File: config.mk
export PLATFORM = sky130hd
export DESIGN_NAME = decode_stage
export DESIGN_NICKNAME = d
export VERILOG_FILES = /design/src/rtl/decode_stage.sv
export SDC_FILE = /design/constraint.sdc
export NUM_CORES = 2
export LEC_CHECK = 0
export ABC_CLOCK_PERIOD_IN_PS = 2490
export BUFFER_PORTS_ARGS = -buffer_cell sky130_fd_sc_hd__buf_4
export CELL_PAD_IN_SITES_DETAIL_PLACEMENT = 1
export CELL_PAD_IN_SITES_GLOBAL_PLACEMENT = 2
export CORE_UTILIZATION = 46
export DETAILED_ROUTE_END_ITERATION = 10
export GPL_ROUTABILITY_DRIVEN = 1
export PLACE_DENSITY_LB_ADDON = 0.1
export SLEW_MARGIN = 20
export SYNTH_ARGS = -nofsm -noshare
export SYNTH_HDL_FRONTEND = slang
export SYNTH_SLANG_ARGS = --single-unit
File: constraint.sdc
create_clock -name clk -period 2.49 [get_ports clk]
set_input_delay 0.1245 -clock clk [delete_from_list [all_inputs] [get_ports clk]]
set_output_delay 0.1245 -clock clk [all_outputs]
set_load 0.01 [all_outputs]
File: src/rtl/decode_stage.sv
// ID stage: opcode decode, 32x32 register file, branch target, and the ID/EX pipeline register.
// Optional REGFILE_BYPASS_EN: same-cycle writeback data is forwarded to the register reads.
module decode_stage #(
    parameter int NREGS = 32,
    parameter int PCW   = 5,
    parameter int GHRW  = 4
) (
    input  logic            clk,
    input  logic            reset,
    input  logic [31:0]     instr_d,
    input  logic [PCW-1:0]  pc_d,
    input  logic            prediction_d,
    input  logic            hit_d,
    input  logic [GHRW-1:0] ghr_d,
    input  logic            id_ex_write,
    input  logic            id_ex_flush,
    input  logic            wb_we,
    input  logic [4:0]      wb_addr,
    input  logic [31:0]     wb_data,
    output logic [5:0]      opcode_o,
    output logic [31:0]     target_addr_o,
    output logic [4:0]      rs_o,
    output logic [4:0]      rt_o,
    output logic [31:0]     rs_data_e,
    output logic [31:0]     rt_data_e,
    output logic [31:0]     imm_e,
    output logic [4:0]      rs_e,
    output logic [4:0]      rt_e,
    output logic [4:0]      rd_e,
    output logic [5:0]      funct_e,
    output logic [PCW-1:0]  pc_e,
    output logic            prediction_e,
    output logic            hit_e,
    output logic [GHRW-1:0] pc_xor_ghr_e,
    output logic            reg_write_e,
    output logic            mem_read_e,
    output logic            mem_write_e,
    output logic            mem_to_reg_e,
    output logic            alu_src_e,
    output logic            reg_dst_e,
    output logic            branch_e,
    output logic            bne_e,
    output logic            jump_e,
    output logic            link_e,
    output logic            rtype_e
);

    typedef enum logic [5:0] {
        OP_RTYPE = 6'h00,
        OP_J     = 6'h02,
        OP_JAL   = 6'h03,
        OP_BEQ   = 6'h04,
        OP_BNE   = 6'h05,
        OP_ADDI  = 6'h08,
        OP_LW    = 6'h23,
        OP_SW    = 6'h2B
    } opcode_t;

    typedef struct packed {
        logic reg_write;
        logic mem_read;
        logic mem_write;
        logic mem_to_reg;
        logic alu_src;
        logic reg_dst;
        logic branch;
        logic bne;
        logic jump;
        logic link;
        logic rtype;
    } ctrl_t;

    logic [31:0] regs [NREGS];
    logic [31:0] imm_sext;
    logic [31:0] rs_val;
    logic [31:0] rt_val;
    ctrl_t       ctrl_d;
    ctrl_t       ctrl_e;

    assign opcode_o      = instr_d[31:26];
    assign rs_o          = instr_d[25:21];
    assign rt_o          = instr_d[20:16];
    assign imm_sext      = {{16{instr_d[15]}}, instr_d[15:0]};
    assign target_addr_o = {{(32-PCW){1'b0}}, pc_d} + 32'd1 + imm_sext;

    always_comb begin
        ctrl_d = '0;
        case (opcode_o)
            OP_RTYPE: begin ctrl_d.reg_write = 1'b1; ctrl_d.reg_dst = 1'b1; ctrl_d.rtype = 1'b1; end
            OP_ADDI:  begin ctrl_d.reg_write = 1'b1; ctrl_d.alu_src = 1'b1; end
            OP_LW: begin
                ctrl_d.reg_write  = 1'b1;
                ctrl_d.mem_read   = 1'b1;
                ctrl_d.mem_to_reg = 1'b1;
                ctrl_d.alu_src    = 1'b1;
            end
            OP_SW:    begin ctrl_d.mem_write = 1'b1; ctrl_d.alu_src = 1'b1; end
            OP_BEQ:   ctrl_d.branch = 1'b1;
            OP_BNE:   begin ctrl_d.branch = 1'b1; ctrl_d.bne = 1'b1; end
            OP_J:     ctrl_d.jump = 1'b1;
            OP_JAL:   begin ctrl_d.jump = 1'b1; ctrl_d.link = 1'b1; ctrl_d.reg_write = 1'b1; end
            default:  ctrl_d = '0;
        endcase
    end

    // Reset clears the whole array; a writeback in the same cycle is dropped.
    always_ff @(posedge clk) begin
        if (reset) begin
            for (int unsigned i = 0; i < NREGS; i++) regs[i] <= '0;
        end else if (wb_we && wb_addr != '0) begin
            regs[wb_addr] <= wb_data;
        end
    end

    always_comb begin
`ifdef REGFILE_BYPASS_EN
        rs_val = (rs_o == '0) ? '0 : (wb_we && wb_addr == rs_o) ? wb_data : regs[rs_o];
        rt_val = (rt_o == '0) ? '0 : (wb_we && wb_addr == rt_o) ? wb_data : regs[rt_o];
`else
        rs_val = (rs_o == '0) ? '0 : regs[rs_o];
        rt_val = (rt_o == '0) ? '0 : regs[rt_o];
`endif
    end

    always_ff @(posedge clk) begin
        if (reset || id_ex_flush) begin
            rs_data_e    <= '0;
            rt_data_e    <= '0;
            imm_e        <= '0;
            rs_e         <= '0;
            rt_e         <= '0;
            rd_e         <= '0;
            funct_e      <= '0;
            pc_e         <= '0;
            prediction_e <= 1'b0;
            hit_e        <= 1'b0;
            pc_xor_ghr_e <= '0;
            ctrl_e       <= '0;
        end else if (id_ex_write) begin
            rs_data_e    <= rs_val;
            rt_data_e    <= rt_val;
            imm_e        <= imm_sext;
            rs_e         <= rs_o;
            rt_e         <= rt_o;
            rd_e         <= instr_d[15:11];
            funct_e      <= instr_d[5:0];
            pc_e         <= pc_d;
            prediction_e <= prediction_d;
            hit_e        <= hit_d;
            pc_xor_ghr_e <= pc_d[GHRW-1:0] ^ ghr_d;
            ctrl_e       <= ctrl_d;
        end
    end

    assign reg_write_e  = ctrl_e.reg_write;
    assign mem_read_e   = ctrl_e.mem_read;
    assign mem_write_e  = ctrl_e.mem_write;
    assign mem_to_reg_e = ctrl_e.mem_to_reg;
    assign alu_src_e    = ctrl_e.alu_src;
    assign reg_dst_e    = ctrl_e.reg_dst;
    assign branch_e     = ctrl_e.branch;
    assign bne_e        = ctrl_e.bne;
    assign jump_e       = ctrl_e.jump;
    assign link_e       = ctrl_e.link;
    assign rtype_e      = ctrl_e.rtype;

endmodule

==> run_summary.xml <==
<?xml version="1.0" encoding="UTF-8"?>
<metrics>
  <group name="status">
    <metric name="run_status" unit="">finished, final reports clean</metric>
  </group>
  <group name="layout">
    <metric name="layout_common_cells" unit="">1024 x sky130_fd_sc_hd__edfxtp_1, 993 x sky130_fd_sc_hd__and2_1, 512 x sky130_fd_sc_hd__mux4_2, 442 x sky130_fd_sc_hd__buf_4, 139 x sky130_fd_sc_hd__clkbuf_16</metric>
    <metric name="design_area" unit="µm²">68100</metric>
    <metric name="final_nets" unit="">4273</metric>
    <metric name="layout_commonest_cell" unit="">sky130_fd_sc_hd__edfxtp_1</metric>
    <metric name="share_of_the_core_filled_with_cells_in_the_final_layout" unit="">0.541</metric>
    <metric name="fill_cells" unit="">11900</metric>
    <metric name="area_delta_synth_final" unit="%">16.4</metric>
    <metric name="share_of_post_route_cells_with_drive_strength_above_1" unit="">0.297</metric>
    <metric name="multi_input_comb_area" unit="µm²">23500</metric>
    <metric name="seqCellArea" unit="µm²">33000</metric>
  </group>
  <group name="floorplan">
    <metric name="ioPinCount" unit="">272</metric>
    <metric name="die_area" unit="µm²">129000</metric>
    <metric name="die_height" unit="µm">359</metric>
    <metric name="num_rows" unit="">130</metric>
    <metric name="fp.coreArea" unit="µm²">126000</metric>
    <metric name="chipWidth" unit="µm">359</metric>
    <metric name="initial_utilization" unit="">0.464</metric>
  </group>
  <group name="worst_setup_path">
    <metric name="timing.critical_path.buf_inv" unit="">4</metric>
    <metric name="slowest_stage" unit="">sky130_fd_sc_hd__dlygate4sd3_1</metric>
    <metric name="critical_path_required" unit="ns">3.20</metric>
    <metric name="worst_path_largest_cell_delay" unit="ns">0.58</metric>
    <metric name="critical_path_peak_fanout" unit="">19</metric>
    <metric name="crit_path_cell_trace" unit="">dlygate4sd3_1 -&gt; buf_4 -&gt; or2_2 -&gt; nor4b_4 -&gt; buf_4 -&gt; a22oi_1 -&gt; o211a_1 -&gt; o31ai_1 -&gt; dlygate4sd3_1</metric>
    <metric name="worstSetupStartpointType" unit="">primary input</metric>
    <metric name="worst-setup-path-type" unit="">in -&gt; reg</metric>
    <metric name="setup.worst_path.end_class" unit="">flip-flop</metric>
    <metric name="worst_path_dominant_cell_family" unit="">buffers and inverters</metric>
    <metric name="cp_data_arrival_time" unit="ns">3.10</metric>
  </group>
  <group name="grt">
    <metric name="groute.layer.met2.usage" unit="">0.550</metric>
    <metric name="grt_pass1_wl" unit="µm">301000</metric>
    <metric name="antenna_found_initial" unit="">11</metric>
    <metric name="groute.usage.overall" unit="">0.337</metric>
    <metric name="grt_max_degree" unit="">61</metric>
    <metric name="global_route.usage.met3" unit="">0.0686</metric>
    <metric name="vias_in_the_first_global_route" unit="">40400</metric>
    <metric name="gr_met1_demand_resource" unit="">0.443</metric>
    <metric name="grt-ovfl-total" unit="">0</metric>
    <metric name="gr-max-usage-layer" unit="">met2</metric>
  </group>
  <group name="logic_synthesis">
    <metric name="post_syn_instances" unit="">3880</metric>
    <metric name="synth_largest_type_area_fraction" unit="">0.526</metric>
    <metric name="synthFlopType" unit="">sky130_fd_sc_hd__edfxtp_1</metric>
    <metric name="netlist.top_cell.by_area" unit="">sky130_fd_sc_hd__edfxtp_1</metric>
    <metric name="synth_area_per_cell" unit="µm²">15.1</metric>
    <metric name="yosysWarnings" unit="">0</metric>
    <metric name="synth_enable_flop_cells" unit="">1024</metric>
    <metric name="synth_seq_area_share" unit="">0.564</metric>
    <metric name="synth_cell_types" unit="">52</metric>
    <metric name="fraction_of_synthesis_flops_using_an_asynchronous_set_or_reset_pin" unit="">0</metric>
    <metric name="mappedNetlistArea" unit="µm²">58500</metric>
    <metric name="synth.top_cells.by_area" unit="">sky130_fd_sc_hd__edfxtp_1 53%, sky130_fd_sc_hd__mux4_2 20%, sky130_fd_sc_hd__and2_1 11%, sky130_fd_sc_hd__dfxtp_1 3.8%, sky130_fd_sc_hd__mux2i_1 1.6%</metric>
    <metric name="yosys_register_bits" unit="">1134</metric>
  </group>
  <group name="cts">
    <metric name="clk_pin_slew" unit="ns">0.06</metric>
    <metric name="clock_insertion_delay_worst_skew" unit="ns">0.78</metric>
    <metric name="root_buffer" unit="">sky130_fd_sc_hd__clkbuf_16</metric>
    <metric name="cts_made_buffers" unit="">133</metric>
    <metric name="ctsLongestPathBuffers" unit="">3</metric>
    <metric name="cts.sink_count" unit="">1134</metric>
    <metric name="htree_levels" unit="">4</metric>
    <metric name="post_cts.repair.setup_buffers" unit="">0</metric>
    <metric name="clock_tree_from_tritoncts" unit="">done</metric>
  </group>
  <group name="timing">
    <metric name="setup_violations" unit="">0</metric>
    <metric name="max_freq" unit="MHz">419</metric>
    <metric name="layout_setup_ws" unit="ns">0.102</metric>
    <metric name="number_of_pins_exceeding_their_max_slew_limit_in_the_final_report" unit="">0</metric>
    <metric name="holdWs" unit="ns">0.0631</metric>
    <metric name="clock-skew-final" unit="ns">0.0289</metric>
    <metric name="hold_viol" unit="">0</metric>
    <metric name="timing.final.crit_period" unit="ns">2.39</metric>
    <metric name="timing.final.crit_share" unit="">0.959</metric>
    <metric name="timing.max_slew.rel_slack" unit="">0.427</metric>
    <metric name="worst_slew_pin_slew" unit="ns">0.859</metric>
  </group>
  <group name="route">
    <metric name="detailedRoute.firstPassIterationCount" unit="">6</metric>
    <metric name="vias" unit="">38500</metric>
    <metric name="routed_wirelength" unit="µm">215000</metric>
    <metric name="ant_nets" unit="">0</metric>
    <metric name="detail_route.drc_violations" unit="">0</metric>
    <metric name="wl_per_cell" unit="µm">36.1</metric>
    <metric name="via_per_inst" unit="">6.49</metric>
    <metric name="detailedRoute.firstIterationViolations" unit="">4384</metric>
  </group>
  <group name="power">
    <metric name="leakagePower" unit="nW">24.0</metric>
    <metric name="max-vdd-ir-drop" unit="V">0.000769</metric>
    <metric name="pwr_density_cell" unit="nW/µm²">682</metric>
  </group>
  <group name="placed_design">
    <metric name="placement.setup.worst_slack" unit="ns">0.101</metric>
    <metric name="dp.final_hpwl" unit="µm">138000</metric>
    <metric name="numPortBuffers" unit="">271</metric>
    <metric name="place_area" unit="µm²">63200</metric>
    <metric name="globalplace.congestion" unit="">0.876</metric>
  </group>
  <group name="hold_path">
    <metric name="worstHoldPathType" unit="">in -&gt; reg</metric>
  </group>
  <group name="job">
    <metric name="drv_cap" unit="">0</metric>
  </group>
</metrics>
[path summary, 6_finish.rpt]
| check | start | to | slack (ns) | depth (start not counted) |
|---|---|---|---|---|
| max reg2reg | regs[26][29]$_SDFFCE_PN0P_ | rs_data_e[29]$_SDFFE_PP0P_ | 0.32 | 4 |
| max | reset | rs_data_e[29]$_SDFFE_PP0P_ | 0.10 | 9 |
| min | instr_d[21] | rs_e[0]$_SDFFE_PP0P_ | 0.06 | 4 |
| min reg2reg | rs_e[4]$_SDFFE_PP0P_ | rs_e[4]$_SDFFE_PP0P_ | 0.47 | 2 |
[cell usage after synthesis, types with 2 or more instances]
| cell | instances |
|---|---|
| sky130_fd_sc_hd__nand4_1 | 3 |
| sky130_fd_sc_hd__buf_1 | 13 |
| sky130_fd_sc_hd__buf_4 | 90 |
| sky130_fd_sc_hd__o211a_1 | 64 |
| sky130_fd_sc_hd__or3_1 | 2 |
| sky130_fd_sc_hd__nor4_4 | 2 |
| sky130_fd_sc_hd__nor4b_4 | 2 |
| sky130_fd_sc_hd__o22ai_1 | 93 |
| sky130_fd_sc_hd__a32oi_1 | 2 |
| sky130_fd_sc_hd__nand3_1 | 8 |
| sky130_fd_sc_hd__clkbuf_1 | 240 |
| sky130_fd_sc_hd__xor2_1 | 3 |
| sky130_fd_sc_hd__nor2_1 | 76 |
| sky130_fd_sc_hd__nand2b_1 | 8 |
| sky130_fd_sc_hd__nand2_1 | 90 |
| sky130_fd_sc_hd__nand3b_1 | 4 |
| sky130_fd_sc_hd__a22oi_1 | 65 |
| sky130_fd_sc_hd__buf_2 | 88 |
| sky130_fd_sc_hd__o21ai_0 | 8 |
| sky130_fd_sc_hd__mux2i_1 | 95 |
| sky130_fd_sc_hd__edfxtp_1 | 1024 |
| sky130_fd_sc_hd__nor2b_1 | 37 |
| sky130_fd_sc_hd__nor3_1 | 11 |
| sky130_fd_sc_hd__nor2_2 | 5 |
| sky130_fd_sc_hd__o21a_1 | 2 |
| sky130_fd_sc_hd__o31ai_1 | 64 |
| sky130_fd_sc_hd__o211ai_1 | 3 |
| sky130_fd_sc_hd__ha_1 | 7 |
| sky130_fd_sc_hd__a31oi_1 | 2 |
| sky130_fd_sc_hd__xnor2_1 | 14 |
| sky130_fd_sc_hd__and2_1 | 993 |
| sky130_fd_sc_hd__inv_1 | 13 |
| sky130_fd_sc_hd__mux4_2 | 512 |
| sky130_fd_sc_hd__or4_1 | 2 |
| sky130_fd_sc_hd__or2_2 | 32 |
| sky130_fd_sc_hd__o311ai_0 | 4 |
| sky130_fd_sc_hd__a211oi_1 | 40 |
| sky130_fd_sc_hd__or2_1 | 2 |
| sky130_fd_sc_hd__buf_6 | 23 |
| sky130_fd_sc_hd__a21oi_1 | 12 |
| sky130_fd_sc_hd__nand4b_1 | 2 |
| sky130_fd_sc_hd__dfxtp_1 | 110 |
[state kept, by name (all words and copies together) (netlist names)]
name          cells
regs           1024
rs_data_e        32
rt_data_e        32
imm_e            16
pc_e              5
rs_e              5
rt_e              5
pc_xor_ghr_e      4
alu_src_e         1
bne_e             1
branch_e          1
hit_e             1
jump_e            1
link_e            1
mem_to_reg_e      1
mem_write_e       1
prediction_e      1
reg_dst_e         1
reg_write_e       1
[layer usage]
layer	vias up	share of wire
met1	20700	0.40
met5	-	0.00011
met2	2005	0.48
met3	462	0.083
li1	15400	-
met4	4	0.037
[cells by family after synthesis]
kind of cell    count (synthesis)  synth area share
other cells                     1         0.0000641
mux                           607             0.213
xor+xnor                       17           0.00255
compound gates                361            0.0463
simple gates                 1285             0.132
buf+inv                       467            0.0406
fa+ha+maj                       8           0.00184
flops                        1134             0.564
[power breakdown]
group | leakage [nW] | total [mW] | switching (mW) | internal, mW
Combinational | 11.4 | 5.33 | 2.91 | 2.41
Sequential | 10.6 | 22.4 | 0.622 | 21.8
Clock | 1.98 | 18.7 | 7.95 | 10.8
Total | 24.0 | 46.4 | 11.5 | 35.0
[stage by stage]
step                      setup TNS, ns  cells  power [mW]
after global placement                0   5616        27.7
final                                 0   5941        46.4
after floorplan                       0   3911        25.6
after detailed placement              0   5616        28.0
after CTS                             0   5933        46.6
after global routing           -0.00334   5933        47.6
[cell type report]
cell class | instances | area share
diodes | 8 | 0.000294
clock buffers | 190 | 0.0547
repair buffers | 588 | 0.0796
inverters | 13 | 0.000717
clock inverters | 48 | 0.00494
multi-input cells | 2310 | 0.345
flip-flops and latches | 1134 | 0.484
well taps | 1650 | 0.0303
[timing repair]
| item | in CTS | in global routing |
|---|---|---|
| endpoints found under the hold margin | 1040 | 0 |
| endpoints found under the setup margin | 0 | 8 |
| resized for setup | 0 | 3 |
| hold buffers | 79 | 0 |
[worst min-delay path, stage by stage]
cell and delay [ns]:
sky130_fd_sc_hd__buf_8 0.18, sky130_fd_sc_hd__buf_12 0.22, sky130_fd_sc_hd__mux2i_1 0.16, sky130_fd_sc_hd__nor2_1 0.05
Power figures use the tool's default switching activity.
